## config.mk

```make
export PLATFORM = sky130hd
export DESIGN_NAME = mem_access_stage_flat
export DESIGN_NICKNAME = d
export VERILOG_FILES = /design/src/rtl/mem_access_stage_if.sv /design/src/rtl/mem_access_stage.sv /design/src/flat_wrapper.sv
export SDC_FILE = /design/constraint.sdc
export NUM_CORES = 1
export LEC_CHECK = 0
export CORE_MARGIN = 2
export CORE_UTILIZATION = 30
export DETAILED_ROUTE_END_ITERATION = 10
export DONT_BUFFER_PORTS = 1
export MAX_ROUTING_LAYER = met4
export SLEW_MARGIN = 20
export SYNTH_ARGS = -nofsm -noshare
export SYNTH_HDL_FRONTEND = slang
export SYNTH_SLANG_ARGS = --single-unit
```

## constraint.sdc

```tcl
create_clock -name clk -period 2.2 [get_ports clk]
set_clock_uncertainty 0.15 [all_clocks]
set_input_delay 0.44 -clock clk [delete_from_list [all_inputs] [get_ports clk]]
set_output_delay 0.44 -clock clk [all_outputs]
set_load 0.01 [all_outputs]
```

## src/rtl/mem_access_stage_if.sv

```systemverilog
// Signal bundle for the MEM stage: EXE-side handshake, data-memory req/ack bus and WB result.
// master = the stage itself, slave = its surroundings (EXE, data memory, WB).
interface mem_access_stage_if;
   logic        ex_valid;
   logic        ex_ready;
   logic [31:0] ex_instruction;
   logic [31:0] ex_alu_result;
   logic [31:0] ex_write_data;
   logic        dmem_req;
   logic        dmem_we;
   logic [31:0] dmem_addr;
   logic [31:0] dmem_wdata;
   logic        dmem_ack;
   logic [31:0] dmem_rdata;
   logic        wb_valid;
   logic [31:0] wb_instruction;
   logic [31:0] wb_data;
   logic        wb_err;

   modport master (
      input  ex_valid, ex_instruction, ex_alu_result, ex_write_data,
      input  dmem_ack, dmem_rdata,
      output ex_ready,
      output dmem_req, dmem_we, dmem_addr, dmem_wdata,
      output wb_valid, wb_instruction, wb_data, wb_err
   );

   modport slave (
      output ex_valid, ex_instruction, ex_alu_result, ex_write_data,
      output dmem_ack, dmem_rdata,
      input  ex_ready,
      input  dmem_req, dmem_we, dmem_addr, dmem_wdata,
      input  wb_valid, wb_instruction, wb_data, wb_err
   );
endinterface

```

## src/rtl/mem_access_stage.sv

```systemverilog
// MIPS MEM pipeline stage: runs lw/sw over a req/ack data-memory bus with a timeout abort.
//
//   state   | meaning
//   --------+---------------------------------------------------------------
//   ST_IDLE | ex_ready=1; accepts from EXE, non-memory/misaligned retire next edge
//   ST_WAIT | dmem_req held, counting cycles until ack or TIMEOUT abort
module mem_access_stage #(
   parameter int TIMEOUT = 16
) (
   input logic clk,
   input logic rst,
   mem_access_stage_if.master bus
);

   localparam int CNT_W = $clog2(TIMEOUT + 1);
   localparam logic [CNT_W-1:0] CNT_LAST = CNT_W'(TIMEOUT - 1);
   localparam logic [5:0] OP_LW = 6'h23;
   localparam logic [5:0] OP_SW = 6'h2B;

   typedef enum logic {ST_IDLE, ST_WAIT} state_t;

   state_t           state_q, state_d;
   logic [CNT_W-1:0] cnt_q, cnt_d;
   logic [31:0]      instr_q, instr_d;
   logic             req_q, req_d;
   logic             we_q, we_d;
   logic [31:0]      addr_q, addr_d;
   logic [31:0]      wdata_q, wdata_d;
   logic             wb_valid_q, wb_valid_d;
   logic [31:0]      wb_instr_q, wb_instr_d;
   logic [31:0]      wb_data_q, wb_data_d;
   logic             wb_err_q, wb_err_d;

   logic [5:0] ex_op;
   logic       ex_is_mem;
   logic       ex_aligned;
   logic       waiting_lw;

   assign ex_op      = bus.ex_instruction[31:26];
   assign ex_is_mem  = (ex_op == OP_LW) || (ex_op == OP_SW);
   assign ex_aligned = (bus.ex_alu_result[1:0] == 2'b00);
   assign waiting_lw = (instr_q[31:26] == OP_LW);

   always_ff @(posedge clk or negedge rst) begin
      if (!rst) begin
         state_q    <= ST_IDLE;
         cnt_q      <= '0;
         instr_q    <= '0;
         req_q      <= 1'b0;
         we_q       <= 1'b0;
         addr_q     <= '0;
         wdata_q    <= '0;
         wb_valid_q <= 1'b0;
         wb_instr_q <= '0;
         wb_data_q  <= '0;
         wb_err_q   <= 1'b0;
      end else begin
         state_q    <= state_d;
         cnt_q      <= cnt_d;
         instr_q    <= instr_d;
         req_q      <= req_d;
         we_q       <= we_d;
         addr_q     <= addr_d;
         wdata_q    <= wdata_d;
         wb_valid_q <= wb_valid_d;
         wb_instr_q <= wb_instr_d;
         wb_data_q  <= wb_data_d;
         wb_err_q   <= wb_err_d;
      end
   end

   always_comb begin
      state_d    = state_q;
      cnt_d      = cnt_q;
      instr_d    = instr_q;
      req_d      = req_q;
      we_d       = we_q;
      addr_d     = addr_q;
      wdata_d    = wdata_q;
      wb_valid_d = 1'b0;
      wb_instr_d = wb_instr_q;
      wb_data_d  = wb_data_q;
      wb_err_d   = wb_err_q;

      case (state_q)
         ST_IDLE: begin
            if (bus.ex_valid) begin
               if (!ex_is_mem) begin
                  wb_valid_d = 1'b1;
                  wb_instr_d = bus.ex_instruction;
                  wb_data_d  = bus.ex_alu_result;
                  wb_err_d   = 1'b0;
               end else if (!ex_aligned) begin
                  wb_valid_d = 1'b1;
                  wb_instr_d = bus.ex_instruction;
                  wb_data_d  = '0;
                  wb_err_d   = 1'b1;
               end else begin
                  instr_d = bus.ex_instruction;
                  addr_d  = bus.ex_alu_result;
                  wdata_d = bus.ex_write_data;
                  we_d    = (ex_op == OP_SW);
                  req_d   = 1'b1;
                  cnt_d   = '0;
                  state_d = ST_WAIT;
               end
            end
         end
         ST_WAIT: begin
            // ack takes priority over a timeout landing in the same cycle
            if (bus.dmem_ack) begin
               req_d      = 1'b0;
               wb_valid_d = 1'b1;
               wb_instr_d = instr_q;
               wb_data_d  = waiting_lw ? bus.dmem_rdata : addr_q;
               wb_err_d   = 1'b0;
               cnt_d      = '0;
               state_d    = ST_IDLE;
            end else if (cnt_q == CNT_LAST) begin
               req_d      = 1'b0;
               wb_valid_d = 1'b1;
               wb_instr_d = instr_q;
               wb_data_d  = '0;
               wb_err_d   = 1'b1;
               cnt_d      = '0;
               state_d    = ST_IDLE;
            end else begin
               cnt_d = cnt_q + 1'b1;
            end
         end
         default: begin
            state_d = ST_IDLE;
            req_d   = 1'b0;
            cnt_d   = '0;
         end
      endcase
   end

   assign bus.ex_ready       = (state_q == ST_IDLE);
   assign bus.dmem_req       = req_q;
   assign bus.dmem_we        = we_q;
   assign bus.dmem_addr      = addr_q;
   assign bus.dmem_wdata     = wdata_q;
   assign bus.wb_valid       = wb_valid_q;
   assign bus.wb_instruction = wb_instr_q;
   assign bus.wb_data        = wb_data_q;
   assign bus.wb_err         = wb_err_q;

endmodule

```

## src/flat_wrapper.sv

```systemverilog
// flat-port wrapper written by rule: the top's interface ports become plain ports
module mem_access_stage_flat 
#(
   parameter int TIMEOUT = 16
)
  (clk, rst, bus_ex_valid, bus_ex_instruction, bus_ex_alu_result, bus_ex_write_data, bus_dmem_ack, bus_dmem_rdata, bus_ex_ready, bus_dmem_req, bus_dmem_we, bus_dmem_addr, bus_dmem_wdata, bus_wb_valid, bus_wb_instruction, bus_wb_data, bus_wb_err);
  mem_access_stage_if bus_i ();
  input logic clk;
  input logic rst;
  input wire logic [$bits(bus_i.ex_valid)-1:0] bus_ex_valid;
  input wire logic [$bits(bus_i.ex_instruction)-1:0] bus_ex_instruction;
  input wire logic [$bits(bus_i.ex_alu_result)-1:0] bus_ex_alu_result;
  input wire logic [$bits(bus_i.ex_write_data)-1:0] bus_ex_write_data;
  input wire logic [$bits(bus_i.dmem_ack)-1:0] bus_dmem_ack;
  input wire logic [$bits(bus_i.dmem_rdata)-1:0] bus_dmem_rdata;
  output wire logic [$bits(bus_i.ex_ready)-1:0] bus_ex_ready;
  output wire logic [$bits(bus_i.dmem_req)-1:0] bus_dmem_req;
  output wire logic [$bits(bus_i.dmem_we)-1:0] bus_dmem_we;
  output wire logic [$bits(bus_i.dmem_addr)-1:0] bus_dmem_addr;
  output wire logic [$bits(bus_i.dmem_wdata)-1:0] bus_dmem_wdata;
  output wire logic [$bits(bus_i.wb_valid)-1:0] bus_wb_valid;
  output wire logic [$bits(bus_i.wb_instruction)-1:0] bus_wb_instruction;
  output wire logic [$bits(bus_i.wb_data)-1:0] bus_wb_data;
  output wire logic [$bits(bus_i.wb_err)-1:0] bus_wb_err;
  assign bus_i.ex_valid = bus_ex_valid;
  assign bus_i.ex_instruction = bus_ex_instruction;
  assign bus_i.ex_alu_result = bus_ex_alu_result;
  assign bus_i.ex_write_data = bus_ex_write_data;
  assign bus_i.dmem_ack = bus_dmem_ack;
  assign bus_i.dmem_rdata = bus_dmem_rdata;
  assign bus_ex_ready = bus_i.ex_ready;
  assign bus_dmem_req = bus_i.dmem_req;
  assign bus_dmem_we = bus_i.dmem_we;
  assign bus_dmem_addr = bus_i.dmem_addr;
  assign bus_dmem_wdata = bus_i.dmem_wdata;
  assign bus_wb_valid = bus_i.wb_valid;
  assign bus_wb_instruction = bus_i.wb_instruction;
  assign bus_wb_data = bus_i.wb_data;
  assign bus_wb_err = bus_i.wb_err;
  mem_access_stage #(.TIMEOUT(TIMEOUT)) u_core (.clk(clk), .rst(rst), .bus(bus_i));
endmodule
```

==> qor.csv <==
stage,metric,value,unit
status,status,"finished, violations left",
status,failing checks,negative hold slack,
routing,vias after detailed routing,5020,
logic_synthesis,Yosys top cell by area,dfrtp_1,
power,power share of the combinational group,9.5,%
logic_synthesis,Seq cells post-synth,170,
grt,GRT Overall Usage,14.90,%
grt,initial antenna violation count,0,
final_layout,final non-filler cell total,1011,
critical_path,crit path kind,reg -> reg,
sta,Final min period,1972,ps
routing,Routed Wire Length,20550,um
cts,Clk Tree Root Cell,clkbuf_16,
logic_synthesis,"Avg Cell Area, Syn",13.27,um^2
power,Lkg Pwr,4.383,nW
logic_synthesis,Post-Syn Instances,611,
placement,Post-DP HPWL,12860,um
logic_synthesis,syn_nets,744,
grt,first-pass GRT wire length,31550,um
final_layout,# diodes,0,
final_layout,final instance area,9609,um^2
critical_path,CP endpoint kind,register,
grt,largest net degree at the start of global routing,171,
routing,DR iter-0 viols,330,
sta,accumulated negative setup slack,0,ps
sta,Final Setup Violations,0,
worst_hold_path,Hold Path Class,in -> async,
final_layout,most frequent cells in the layout,"dfrtp_1, mux2_4, mux2_2",
cts,Worst-Skew Late Latency,430,ps
placement,"Cell Area, Placed",8408,um^2
final_layout,Fill cells,2588,
critical_path,worst-path cell chain,buf_4 -> inv_1 -> nand4_1 -> buf_12 -> mux2_4,
sta,worst hold slack,-459.9,ps
power,Int Pwr,5.558,mW
power,clock power share,40.8,%
routing,Vias per Instance,4.965,
final_layout,final core occ,35.96,%
final_layout,share of cells above drive strength 1,31.94,%
logic_synthesis,synth unique cells,35,
job,MaxCap Viol Count,0,
critical_path,crit-path leading delay family,buffers and inverters,
grt,vias in the first global route,5230,
die,core area,26730,um^2
routing,Residual DRC,0,
sta,max_slew headroom,52.08,%
placement,PortBufs,0,
final_layout,Final #Nets,790,
routing,drt pass-1 iters,4,
logic_synthesis,Yosys warning count,0,
power,NetSw,1.986,mW
critical_path,CP Launch Type,register,
critical_path,Critical Path RT,2360,ps
logic_synthesis,sequential fraction of the synthesis area,52.48,%
cts,"Reg clk slew, reported paths",80,ps
die,starting density of the core,30.33,%
final_layout,"commonest non-fill, non-tap cell in the layout",dfrtp_1,
critical_path,CP max-delay cell,dfrtp_2,
grt,GRT Residual Overflow,0,
sta,final-report max-slew violation count,0,
logic_synthesis,synth top area cells,"dfrtp_1, mux2_4, mux2_2",
final_layout,P&R area growth vs syn,18.54,%
power,power density cells,785.0,nW/um^2
sta,unrepaired setup endpoints after global routing,false,
sta,Tightest Pin Transition,718.8,ps
die,DIE AREA,28350,um^2
placement,Placer Congestion,0.7337,
cts,CTS tree,done,
die,die width,168.4,um
power,share of power burned in registers,49.6,%
sta,Final Hold Vio Count,170,
die,number of top-level pins,265,
die,Rows,60,
cts,clk buf depth,2,
critical_path,Critical Path Max Stage Delay,370,ps
cts,CTS H-tree depth,4,
cts,postcts setup bufs,0,
cts,CTS buffer count,17,
logic_synthesis,Syn Std Cell Area,8107,um^2
sta,FMAX,507.2,MHz
critical_path,Arrival @ worst endpoint,2130,ps
power,peak supply drop,0.0005017,V
die,die height,168.4,um
cts,CTS Sinks,170,
placement,Placed Cells,918,
routing,Final ANT Viol Nets,0,
critical_path,CP Max Fanout,68,
power,Design Power,7.544,mW
routing,wire per inst,20.32,um
power,sw frac,26.33,%
logic_synthesis,Yosys top cell area share,52.48,%
critical_path,WP buf/inv,3,
sta,fin crit share,89.62,%
==> layout make-up <==
cell class | count | area [um^2] | area share [%]
Inverter | 35 | 131.4 | 1.367
Tap cell | 341 | 426.7 | 4.440
Clock inverter | 15 | 160.2 | 1.667
Sequential cell | 170 | 4255 | 44.28
Timing Repair Buffer | 77 | 818.3 | 8.516
Multi-Input combinational cell | 356 | 3392 | 35.30
Clock buffer | 17 | 425.4 | 4.427
==> path summary, 6_finish.rpt <==
path,startpoint,to,slack [ps],depth (start not counted)
worst min register to register,u_core.instr_q[5]$_DFFE_PN0P_,u_core.instr_q[5]$_DFFE_PN0P_,360,1
min in group clk,bus_ex_alu_result[18],u_core.bus.dmem_addr[18]$_DFFE_PN0P_,30,2
worst min-delay path,rst,u_core.bus.wb_instruction[5]$_DFFE_PN0P_,-460,0
worst max-delay path,u_core.state_q$_DFF_PN0_,u_core.bus.dmem_wdata[14]$_DFFE_PN0P_,230,5
max in group asynchronous,rst,u_core.bus.dmem_wdata[14]$_DFFE_PN0P_,2030,0
worst max register to register,u_core.state_q$_DFF_PN0_,u_core.bus.dmem_wdata[14]$_DFFE_PN0P_,230,5
==> metrics by stage <==
step / hold WS, ps / worst slack (ps)
finish: -459.9 / 228.5
floorplan: -5.591 / 374.2
CTS: -479.1 / 131.1
global placement: 2.549 / 170.0
global route: -484.3 / 113.0
detailed placement: 1.047 / 156.7
==> cells by family (layout without fill, tap and decap cells) <==
family	Yosys count	in the layout	share of synthesized area (%)
flops	170	170	52.48
buf+inv	85	144	6.035
simple gates	90	90	6.205
mux	157	157	25.96
compound gates	107	107	9.060
fa+ha+maj	1	1	0.1543
xor+xnor	1	1	0.1081
==> registers in the layout, indices dropped and copies added (netlist names), 5 cells and up <==
| signal | cells |
|---|---|
| u_core.bus.dmem_wdata | 32 |
| u_core.cnt_q | 5 |
| u_core.bus.wb_instruction | 32 |
| u_core.bus.wb_data | 32 |
| u_core.bus.dmem_addr | 32 |
| u_core.instr_q | 32 |
==> synth_stat cells <==
| master | n |
|---|---|
| and2_1 | 6 |
| o211ai_4 | 1 |
| nor3b_4 | 1 |
| a21o_1 | 1 |
| mux2_4 | 90 |
| o21ai_4 | 1 |
| dfrtp_1 | 170 |
| nand3_1 | 2 |
| clkbuf_1 | 17 |
| nand3_2 | 1 |
| nand4_1 | 33 |
| nor3b_2 | 1 |
| xor2_1 | 1 |
| a22o_1 | 1 |
| and2b_1 | 1 |
| inv_1 | 35 |
| nor4bb_1 | 1 |
| buf_1 | 2 |
| nand4bb_1 | 1 |
| buf_6 | 9 |
| buf_2 | 12 |
| buf_12 | 4 |
| nor3_1 | 2 |
| ha_1 | 1 |
| o211ai_1 | 64 |
| nand2b_1 | 4 |
| nand2_1 | 35 |
| mux2_2 | 66 |
| buf_4 | 6 |
| a31oi_1 | 2 |
| o21ai_0 | 35 |
| mux2i_1 | 1 |
| a21oi_1 | 1 |
| nor2b_1 | 2 |
| o21a_1 | 1 |
==> routing by layer <==
layer,track usage (%),part of all wire [%],vias to the layer above
met5,-,0,-
li1,-,-,2293
met2,23.44,48,166
met3,5.477,7.2,25
met1,17.73,43,2536
met4,4.948,1.9,0
==> power groups by stage <==
stage / clock [mW] / sequential (mW) / combinational (mW)
after detailed placement: 0 / 3.80 / 0.632
after CTS: 3.19 / 3.75 / 0.721
after floorplan: 0 / 3.72 / 0.539
after global routing: 3.33 / 3.78 / 0.781
final: 3.08 / 3.74 / 0.718
after global placement: 0 / 3.80 / 0.617
==> what timing repair did <==
action | 4_1_cts | 5_1_grt
hold endpoints to repair | 231 | 171
hold buffers | 60 | 1
setup endpoints to repair | 0 | 12
resized for setup | 0 | 1
Power figures use the tool's default switching activity.
